<file path="src/rtl/seq_entry_display_if.sv">
// Signal bundle for seq_entry_display.
//   display       round selector (starts a round on TRIGGER_CODE)
//   one_sec       one-cycle pulse per second
//   sequence_in   target sequence, one one-hot-low nibble per digit
//   button_*      debounced level buttons, active-high
//   sevseg        active-low segment patterns, 7 bits per digit
//   sequence_out  entered sequence, same nibble encoding as sequence_in
//   cursor        index of the digit being edited
//   done          one-cycle pulse when entry completes
//   match         registered comparison result of the last completed entry
// master: the environment driving the block; slave: seq_entry_display itself.
interface seq_entry_display_if #(
    parameter int unsigned NUM_DIGITS = 4
);
    logic [7:0]              display;
    logic                    one_sec;
    logic [4*NUM_DIGITS-1:0] sequence_in;
    logic                    button_move;
    logic                    button_next;
    logic                    button_back;
    logic [7*NUM_DIGITS-1:0] sevseg;
    logic [4*NUM_DIGITS-1:0] sequence_out;
    logic [2:0]              cursor;
    logic                    done;
    logic                    match;

    modport master (
        output display, one_sec, sequence_in, button_move, button_next, button_back,
        input  sevseg, sequence_out, cursor, done, match
    );

    modport slave (
        input  display, one_sec, sequence_in, button_move, button_next, button_back,
        output sevseg, sequence_out, cursor, done, match
    );
endinterface

</file>
<file path="src/rtl/seq_entry_display.sv">
// Sequence memory game: shows a target sequence for SHOW_SECONDS seconds,
// then lets the player enter it digit by digit with three buttons and
// reports whether the entry matched.
// Ports:
//   clk    rising-edge clock
//   reset  synchronous, active-low reset
//   bus    seq_entry_display_if.slave (display, one_sec, sequence_in,
//          buttons in; sevseg, sequence_out, cursor, done, match out)
module seq_entry_display #(
    parameter int unsigned NUM_DIGITS   = 4,
    parameter int unsigned SHOW_SECONDS = 2,
    parameter logic [7:0]  TRIGGER_CODE = 8'h10
) (
    input logic              clk,
    input logic              reset,
    seq_entry_display_if.slave bus
);
    localparam int unsigned CNT_W = $clog2(SHOW_SECONDS + 1);

    typedef enum logic [2:0] {IDLE, SHOW, ENTRY_INIT, ENTRY, CHECK} state_t;

    state_t                  state, state_d;
    logic [CNT_W-1:0]        show_cnt, show_cnt_d;
    logic [4*NUM_DIGITS-1:0] seq_q, seq_d;
    logic [2:0]              cursor_q, cursor_d;
    logic                    match_q, match_d;
    logic                    done_c;
    logic [7*NUM_DIGITS-1:0] seg_c;
    logic [2:0]              btn, btn_q, btn_edge;

    function automatic logic [6:0] seg_map(input logic [3:0] code);
        case (code)
            4'b1110: seg_map = 7'b1111110;
            4'b1101: seg_map = 7'b1111001;
            4'b1011: seg_map = 7'b1110111;
            4'b0111: seg_map = 7'b1001111;
            default: seg_map = 7'b0100001;
        endcase
    endfunction

    // {move, next, back}; the history runs in every state so a button held
    // while entering ENTRY does not register as a fresh press.
    assign btn      = {bus.button_move, bus.button_next, bus.button_back};
    assign btn_edge = btn & ~btn_q;

    always_ff @(posedge clk) begin
        if (!reset) begin
            state    <= IDLE;
            show_cnt <= '0;
            seq_q    <= {NUM_DIGITS{4'b1110}};
            cursor_q <= '0;
            match_q  <= 1'b0;
            btn_q    <= '0;
        end else begin
            state    <= state_d;
            show_cnt <= show_cnt_d;
            seq_q    <= seq_d;
            cursor_q <= cursor_d;
            match_q  <= match_d;
            btn_q    <= btn;
        end
    end

    always_comb begin
        state_d    = state;
        show_cnt_d = show_cnt;
        seq_d      = seq_q;
        cursor_d   = cursor_q;
        match_d    = match_q;
        done_c     = 1'b0;
        case (state)
            IDLE: begin
                show_cnt_d = '0;
                if (bus.display == TRIGGER_CODE) state_d = SHOW;
            end
            SHOW: begin
                if (bus.one_sec) begin
                    show_cnt_d = show_cnt + CNT_W'(1);
                    // Entry values are loaded on the way in so that the
                    // ENTRY_INIT cycle already presents them.
                    if (show_cnt == CNT_W'(SHOW_SECONDS - 1)) begin
                        state_d  = ENTRY_INIT;
                        seq_d    = {NUM_DIGITS{4'b1110}};
                        cursor_d = 3'(NUM_DIGITS - 1);
                    end
                end
            end
            ENTRY_INIT: state_d = ENTRY;
            ENTRY: begin
                // Priority next > back > move; one action per cycle.
                if (btn_edge[1]) begin
                    if (cursor_q == 3'd0) state_d = CHECK;
                    else cursor_d = cursor_q - 3'd1;
                end else if (btn_edge[0]) begin
                    if (cursor_q != 3'(NUM_DIGITS - 1)) cursor_d = cursor_q + 3'd1;
                end else if (btn_edge[2]) begin
                    // Rotating the one-hot-low nibble left walks the symbol cycle.
                    for (int unsigned k = 0; k < NUM_DIGITS; k++) begin
                        if (cursor_q == 3'(k))
                            seq_d[4*k +: 4] = {seq_q[4*k+2 -: 3], seq_q[4*k+3]};
                    end
                end
            end
            CHECK: begin
                match_d = (seq_q == bus.sequence_in);
                done_c  = 1'b1;
                state_d = IDLE;
            end
            default: state_d = IDLE;
        endcase
    end

    always_comb begin
        seg_c = '1;
        for (int unsigned k = 0; k < NUM_DIGITS; k++) begin
            if (state == SHOW)
                seg_c[7*k +: 7] = seg_map(bus.sequence_in[4*k +: 4]);
            else if (state != IDLE)
                seg_c[7*k +: 7] = seg_map(seq_q[4*k +: 4]);
        end
    end

    assign bus.sevseg       = seg_c;
    assign bus.sequence_out = seq_q;
    assign bus.cursor       = cursor_q;
    assign bus.done         = done_c;
    assign bus.match        = match_q;
endmodule

</file>
<file path="src/flat_wrapper.sv">
// flat-port wrapper written by rule: the top's interface ports become plain ports
module seq_entry_display_flat 
#(
    parameter int unsigned NUM_DIGITS   = 4,
    parameter int unsigned SHOW_SECONDS = 2,
    parameter logic [7:0]  TRIGGER_CODE = 8'h10
)
  (clk, reset, bus_display, bus_one_sec, bus_sequence_in, bus_button_move, bus_button_next, bus_button_back, bus_sevseg, bus_sequence_out, bus_cursor, bus_done, bus_match);
  seq_entry_display_if #(.NUM_DIGITS(NUM_DIGITS)) bus_i ();
  input logic clk;
  input logic reset;
  input wire logic [$bits(bus_i.display)-1:0] bus_display;
  input wire logic [$bits(bus_i.one_sec)-1:0] bus_one_sec;
  input wire logic [$bits(bus_i.sequence_in)-1:0] bus_sequence_in;
  input wire logic [$bits(bus_i.button_move)-1:0] bus_button_move;
  input wire logic [$bits(bus_i.button_next)-1:0] bus_button_next;
  input wire logic [$bits(bus_i.button_back)-1:0] bus_button_back;
  output wire logic [$bits(bus_i.sevseg)-1:0] bus_sevseg;
  output wire logic [$bits(bus_i.sequence_out)-1:0] bus_sequence_out;
  output wire logic [$bits(bus_i.cursor)-1:0] bus_cursor;
  output wire logic [$bits(bus_i.done)-1:0] bus_done;
  output wire logic [$bits(bus_i.match)-1:0] bus_match;
  assign bus_i.display = bus_display;
  assign bus_i.one_sec = bus_one_sec;
  assign bus_i.sequence_in = bus_sequence_in;
  assign bus_i.button_move = bus_button_move;
  assign bus_i.button_next = bus_button_next;
  assign bus_i.button_back = bus_button_back;
  assign bus_sevseg = bus_i.sevseg;
  assign bus_sequence_out = bus_i.sequence_out;
  assign bus_cursor = bus_i.cursor;
  assign bus_done = bus_i.done;
  assign bus_match = bus_i.match;
  seq_entry_display #(.NUM_DIGITS(NUM_DIGITS), .SHOW_SECONDS(SHOW_SECONDS), .TRIGGER_CODE(TRIGGER_CODE)) u_core (.clk(clk), .reset(reset), .bus(bus_i));
endmodule
</file>
<file path="config.mk">
export PLATFORM = sky130hd
export DESIGN_NAME = seq_entry_display_flat
export DESIGN_NICKNAME = d
export VERILOG_FILES = /design/src/rtl/seq_entry_display_if.sv /design/src/rtl/seq_entry_display.sv /design/src/flat_wrapper.sv
export SDC_FILE = /design/constraint.sdc
export NUM_CORES = 1
export LEC_CHECK = 0
export ABC_AREA = 0
export ABC_CLOCK_PERIOD_IN_PS = 4550
export CAP_MARGIN = 25
export CORE_AREA = 3 3 81 83
export DETAILED_ROUTE_END_ITERATION = 6
export DIE_AREA = 0 0 84 86
export PLACE_DENSITY_LB_ADDON = 0.25
export SKIP_LAST_GASP = 1
export SLEW_MARGIN = 20
export SYNTH_ARGS = -nofsm -noshare
export SYNTH_HDL_FRONTEND = slang
export SYNTH_SLANG_ARGS = --single-unit
</file>
<file path="constraint.sdc">
create_clock -name clk -period 4.55 [get_ports clk]
set_clock_uncertainty 0.2 [all_clocks]
set_input_delay 1.1375 -clock clk [delete_from_list [all_inputs] [get_ports clk]]
set_output_delay 1.1375 -clock clk [all_outputs]
set_load 0.01 [all_outputs]
</file>
==> run metrics, run 1 <==
switching fraction of total power 0.237; Crit. End Element output port; fin util 0.615; width of the die 84 um; part of the power in registers 0.454; core area 5920 um^2; f_max 229 MHz; GRT Total Usage 0.197; maxcap violations 0; initial antenna violation count 0; via count 2804; drt wl/cell 14.5 um; post-synthesis register bit count 28; Setup WS pre-CTS 0.195 ns; relative slew slack 0.545; Mean Syn Cell Area 7.53 um^2; Mapped Cells 384; Clock Latency Late Sink 0.28 ns; net switching power 129 uW; Int Power 415 uW; post-route ant nets 0; Post-synth EDFFs 0; RSZ-0062 raised after global routing false; outcome completed; Hold Buf Count CTS 0; Ports 79; Rows 28; synth-to-layout area growth 25.8%; CP Launch Type primary input; yosys warns 0; Worst-Margin Slew 0.678 ns; Antenna diodes 0; final wirelength 7180 um; final setup vio count 0; clock root cell clkbuf_8; first-pass iteration count of the detailed router 4; clock network fraction of total power 0.363; post-CTS setup buffers 0; WP data arrival 3.04 ns; P per Cell Area 150 nW/um^2; final hold vios 0; Crit Path Category in -> out; CP Max Fanout 7; Worst Hold Class reg -> reg; Slew Viols, Final 0; combinational fraction of design power 0.183; 1st-iter DRT viols 125; GP Congestion 0.828; IO buf count 78; Cell variety after synth 56; Final min period 4.37 ns; post-DP HPWL 5350 um; layout cell share with drive strength beyond 1 0.0429; Syn Nets 421; VDD IR max 0.129 mV; final net count 458; # DRC 0; initial cell density of the core 0.489; Sink Count 28; Final WS setup 0.177 ns; global-route wire length before repair 12100 um; top_reg_cell synth dfxtp_1; H-tree depth 1; Post-Syn Area 2890 um^2; static leakage power 1.39 nW; gr ovfl total 0; CTS Buffer Depth 2; setup TNS 0 ns; CP required 3.21 ns; Num CTS Buffers 3; clk slew on worst S/H paths 0.10 ns; Fillers 535; Async SR Flop Fraction 0; vias in the first global route 2492; via/cell ratio 5.66; Tcrit/Tclk final 0.961; register area share after synthesis 0.194; Die H 86 um; CTS tree yes; die area 7220 um^2; largest net degree at the start of global routing 23
[path summary, 6_finish.rpt]
check	startpoint	to	slack, ns	depth (start not counted)
worst max-delay path	bus_sequence_in[6]	bus_sevseg[13]	0.18	6
worst min-delay path	u_core.show_cnt[1]	u_core.show_cnt[1]	0.27	2
worst max register to register	u_core.bus.cursor[0]	u_core.bus.sequence_out[14]	2.38	6
worst min register to register	u_core.show_cnt[1]	u_core.show_cnt[1]	0.27	2
[cells in the final DEF (no fill, tap or decap), drive strengths merged, types with 6 or more instances in the layout]
master	instances
nor3b	7
mux2i	29
a211oi	12
ha	7
clkdlybuf4s50	78
inv	6
nand2	30
dfxtp	28
xnor2	25
a21oi	46
nand2b	7
nor2	35
xor2	16
nand4b	11
nor2b	8
[registers in the layout (all words and copies together), names as in the netlist]
| signal | flops |
|---|---|
| u_core.state | 3 |
| u_core.bus.cursor | 3 |
| u_core.bus.sequence_out | 16 |
| u_core.show_cnt | 2 |
| u_core.btn_q | 3 |
| u_core.bus.match | 1 |
[power groups by stage]
stage	Clock, mW	Sequential [mW]	Combinational (mW)
2_1_floorplan	0	0.253	0.0647
3_3_place_gp	0	0.253	0.0964
3_5_place_dp	0	0.253	0.0980
4_1_cts	0.202	0.247	0.0985
5_1_grt	0.212	0.247	0.109
6_report	0.198	0.247	0.0996
[cells by family (layout without fill, tap and decap cells)]
group	after synthesis	in the layout	synth area share
AOI/OAI and AO/OA	91	91	0.202
xor gates and xnor gates	41	41	0.124
DFF	28	28	0.194
and+or+nand+nor	133	133	0.264
adders and majority gates	7	7	0.0303
muxes	29	29	0.100
buffers and inverters	55	91	0.0856
[what timing repair did]
item | 4_1_cts | 5_1_grt
endpoints found under the hold margin | 0 | 0
resized for setup | 0 | 1
setup endpoints to repair | 0 | 1
[critical path, cell delays in order]
cell and delay, ns:
clkdlybuf4s50_1 0.64, nand2_1 0.15, nor3b_1 0.30, a211oi_1 0.09, a31oi_1 0.16, clkdlybuf4s50_1 0.56
[area by class of cell]
| cell class | count | area, um^2 | area share |
|---|---|---|---|
| multi-input cells | 301 | 2090 | 0.574 |
| repair buffers | 80 | 796 | 0.219 |
| flip-flops and latches | 28 | 561 | 0.154 |
| well taps | 75 | 93.8 | 0.0258 |
| clock buffers | 3 | 41.3 | 0.0113 |
| clock inverters | 1 | 30.0 | 0.00825 |
| inverters | 7 | 27.5 | 0.00757 |
[metrics by stage]
stage	hold WS, ns	total power [mW]	cell area, um^2	std cells
final	0.273	0.545	3640	495
after global routing	0.308	0.569	3640	495
after CTS	0.274	0.548	3630	495
after detailed placement	0.260	0.351	3560	491
after global placement	0.242	0.349	3560	491
after floorplan	0.235	0.317	2890	384
[Yosys cell counts (all sizes together), types with 3 or more instances]
| cell | instances | area (um^2) |
|---|---|---|
| a21oi | 46 | 241 |
| nor2 | 35 | 131 |
| nand2 | 30 | 113 |
| mux2i | 29 | 290 |
| dfxtp | 28 | 561 |
| clkbuf | 27 | 101 |
| xnor2 | 25 | 219 |
| buf | 21 | 119 |
| xor2 | 16 | 140 |
| a211oi | 12 | 90.1 |
| nand4b | 11 | 103 |
| nor2b | 8 | 57.6 |
| ha | 7 | 87.6 |
| nand2b | 7 | 51.3 |
| nor3b | 7 | 52.6 |
| inv | 6 | 22.5 |
| a31oi | 5 | 31.3 |
| and2 | 5 | 35.0 |
| nand3 | 5 | 25.0 |
| nand4 | 5 | 31.3 |
| nor4 | 5 | 46.3 |
| o21ai | 5 | 25.0 |
| a211o | 4 | 35.0 |
| o211a | 4 | 40.0 |
| o22a | 4 | 35.0 |
| or2 | 3 | 18.8 |
[metal layers]
layer,vias up,part of all wire,global-route usage
li1,1412,-,-
met1,1308,0.48,0.280
met2,78,0.46,0.323
met3,6,0.055,0.0231
met4,0,0.0091,0.0409
met5,-,0,0
No activity file was read; power rests on OpenSTA's default activity.
==> run 2: changes to the inputs <==
--- a/config.mk
+++ b/config.mk
@@ -11,7 +11,7 @@
 export CORE_AREA = 3 3 81 83
 export DETAILED_ROUTE_END_ITERATION = 6
 export DIE_AREA = 0 0 84 86
-export PLACE_DENSITY_LB_ADDON = 0.25
+export PLACE_DENSITY = 0.82
 export SKIP_LAST_GASP = 1
 export SLEW_MARGIN = 20
 export SYNTH_ARGS = -nofsm -noshare
==> run metrics, run 2 (synthesis results as in run 1) <==
outcome completed; VDD IR max 0.122 mV; global-route wire length before repair 12000 um; f_max 229 MHz; combinational fraction of design power 0.200; final net count 459; CP required 3.21 ns; Setup WS pre-CTS 0.197 ns; initial cell density of the core 0.489; width of the die 84 um; Int Power 375 uW; RSZ-0062 raised after global routing false; CTS Buffer Depth 2; Crit. End Element output port; crit path from bus_sequence_in[14]; Final min period 4.37 ns; commonest non-fill, non-tap cell in the layout clkdlybuf4s50_1; post-route ant nets 0; Sink Count 28; maxcap violations 0; final hold vios 0; synth-to-layout area growth 25.3%; Hold Buf Count CTS 0; IO buf count 78; final wirelength 7030 um; P per Cell Area 138 nW/um^2; CP Launch Type primary input; max reg flops 16; fin cells 496; largest net degree at the start of global routing 23; CTS tree yes; Num CTS Buffers 3; via count 2821; post-CTS setup buffers 0; drt wl/cell 14.2 um; Ports 79; clock network fraction of total power 0.305; die area 7220 um^2; Die H 86 um; Rows 28; final setup vio count 0; 1st-iter DRT viols 137; GP Congestion 0.807; CP Max Fanout 7; fin util 0.612; Slew Viols, Final 0; Worst-Margin Slew 0.670 ns; first-pass iteration count of the detailed router 4; worst reg2reg startpoint u_core.bus.cursor[0]; initial antenna violation count 0; WP data arrival 3.04 ns; Antenna diodes 0; Final WS setup 0.176 ns; via/cell ratio 5.69; post-DP HPWL 5390 um; part of the power in registers 0.495; most frequent cells in the layout clkdlybuf4s50_1 (78), a21oi_1 (45), nor2_1 (35); Hold Startpoint u_core.show_cnt[1]; clock root cell clkbuf_8; PostCTS Resize Cnt 0; finished layout cell area 3620 um^2; H-tree depth 1; DP Area 3570 um^2; relative slew slack 0.550; Worst Hold Class reg -> reg; static leakage power 1.39 nW; core area 5920 um^2; Clock Latency Late Sink 0.27 ns; layout cell share with drive strength beyond 1 0.0428; vias in the first global route 2589; Crit Path Category in -> out; gr ovfl total 0; clk slew on worst S/H paths 0.09 ns; GRT Total Usage 0.195; net switching power 124 uW; Tcrit/Tclk final 0.961; switching fraction of total power 0.248; Placed Instances 492; setup TNS 0 ns; # DRC 0
-- run 2: cell count changes in the layout (fill, tap and decap cells not counted) --
cell       change
nor3b_2        -1
buf_4          +1
nor3b_1        +1
clkbuf_8       +1
bufinv_16      -1
-- run 2: layout make-up --
cell class                      count  area, um^2
Clock buffer                        4        55.1
Fill cell                         548        2300
Inverter                            7        27.5
Multi-Input combinational cell    301        2080
Sequential cell                    28         561
Tap cell                           75        93.8
Timing Repair Buffer               81         803
-- run 2: power groups by stage --
| stage | sequential, mW | clock, mW | combinational [mW] |
|---|---|---|---|
| floorplan | 0.253 | 0 | 0.0647 |
| global placement | 0.253 | 0 | 0.0960 |
| detailed placement | 0.253 | 0 | 0.0991 |
| CTS | 0.247 | 0.156 | 0.0997 |
| global route | 0.247 | 0.167 | 0.109 |
| finish | 0.247 | 0.152 | 0.0998 |
-- run 2: stage by stage --
stage	hold slack, ns	power, mW
6_report	0.262	0.499
5_1_grt	0.295	0.524
4_1_cts	0.266	0.503
3_5_place_dp	0.253	0.352
3_3_place_gp	0.241	0.349
2_1_floorplan	0.235	0.317
-- run 2: critical path, cell delays in order --
cell             delay (ns)
clkdlybuf4s50_1        0.64
nand2_1                0.14
nor3b_1                0.28
a211oi_1               0.09
a31oi_1                0.18
clkdlybuf4s50_1        0.56
-- run 2: final timing paths --
kind	depth (start not counted)	slack (ns)	endpoint
min reg2reg	2	0.26	u_core.show_cnt[1]
max	6	0.18	bus_sevseg[27]
min	2	0.26	u_core.show_cnt[1]
max reg2reg	6	2.35	u_core.bus.sequence_out[15]
-- run 2: routing by layer --
layer  wire length, um  share of wire  GRT usage  up-vias
met5                 0              0          0        -
met4               140          0.020     0.0702        0
met3               354          0.050     0.0259       10
met2              3260           0.46      0.325       79
met1              3270           0.47      0.259     1309
li1                  -              -          -     1423
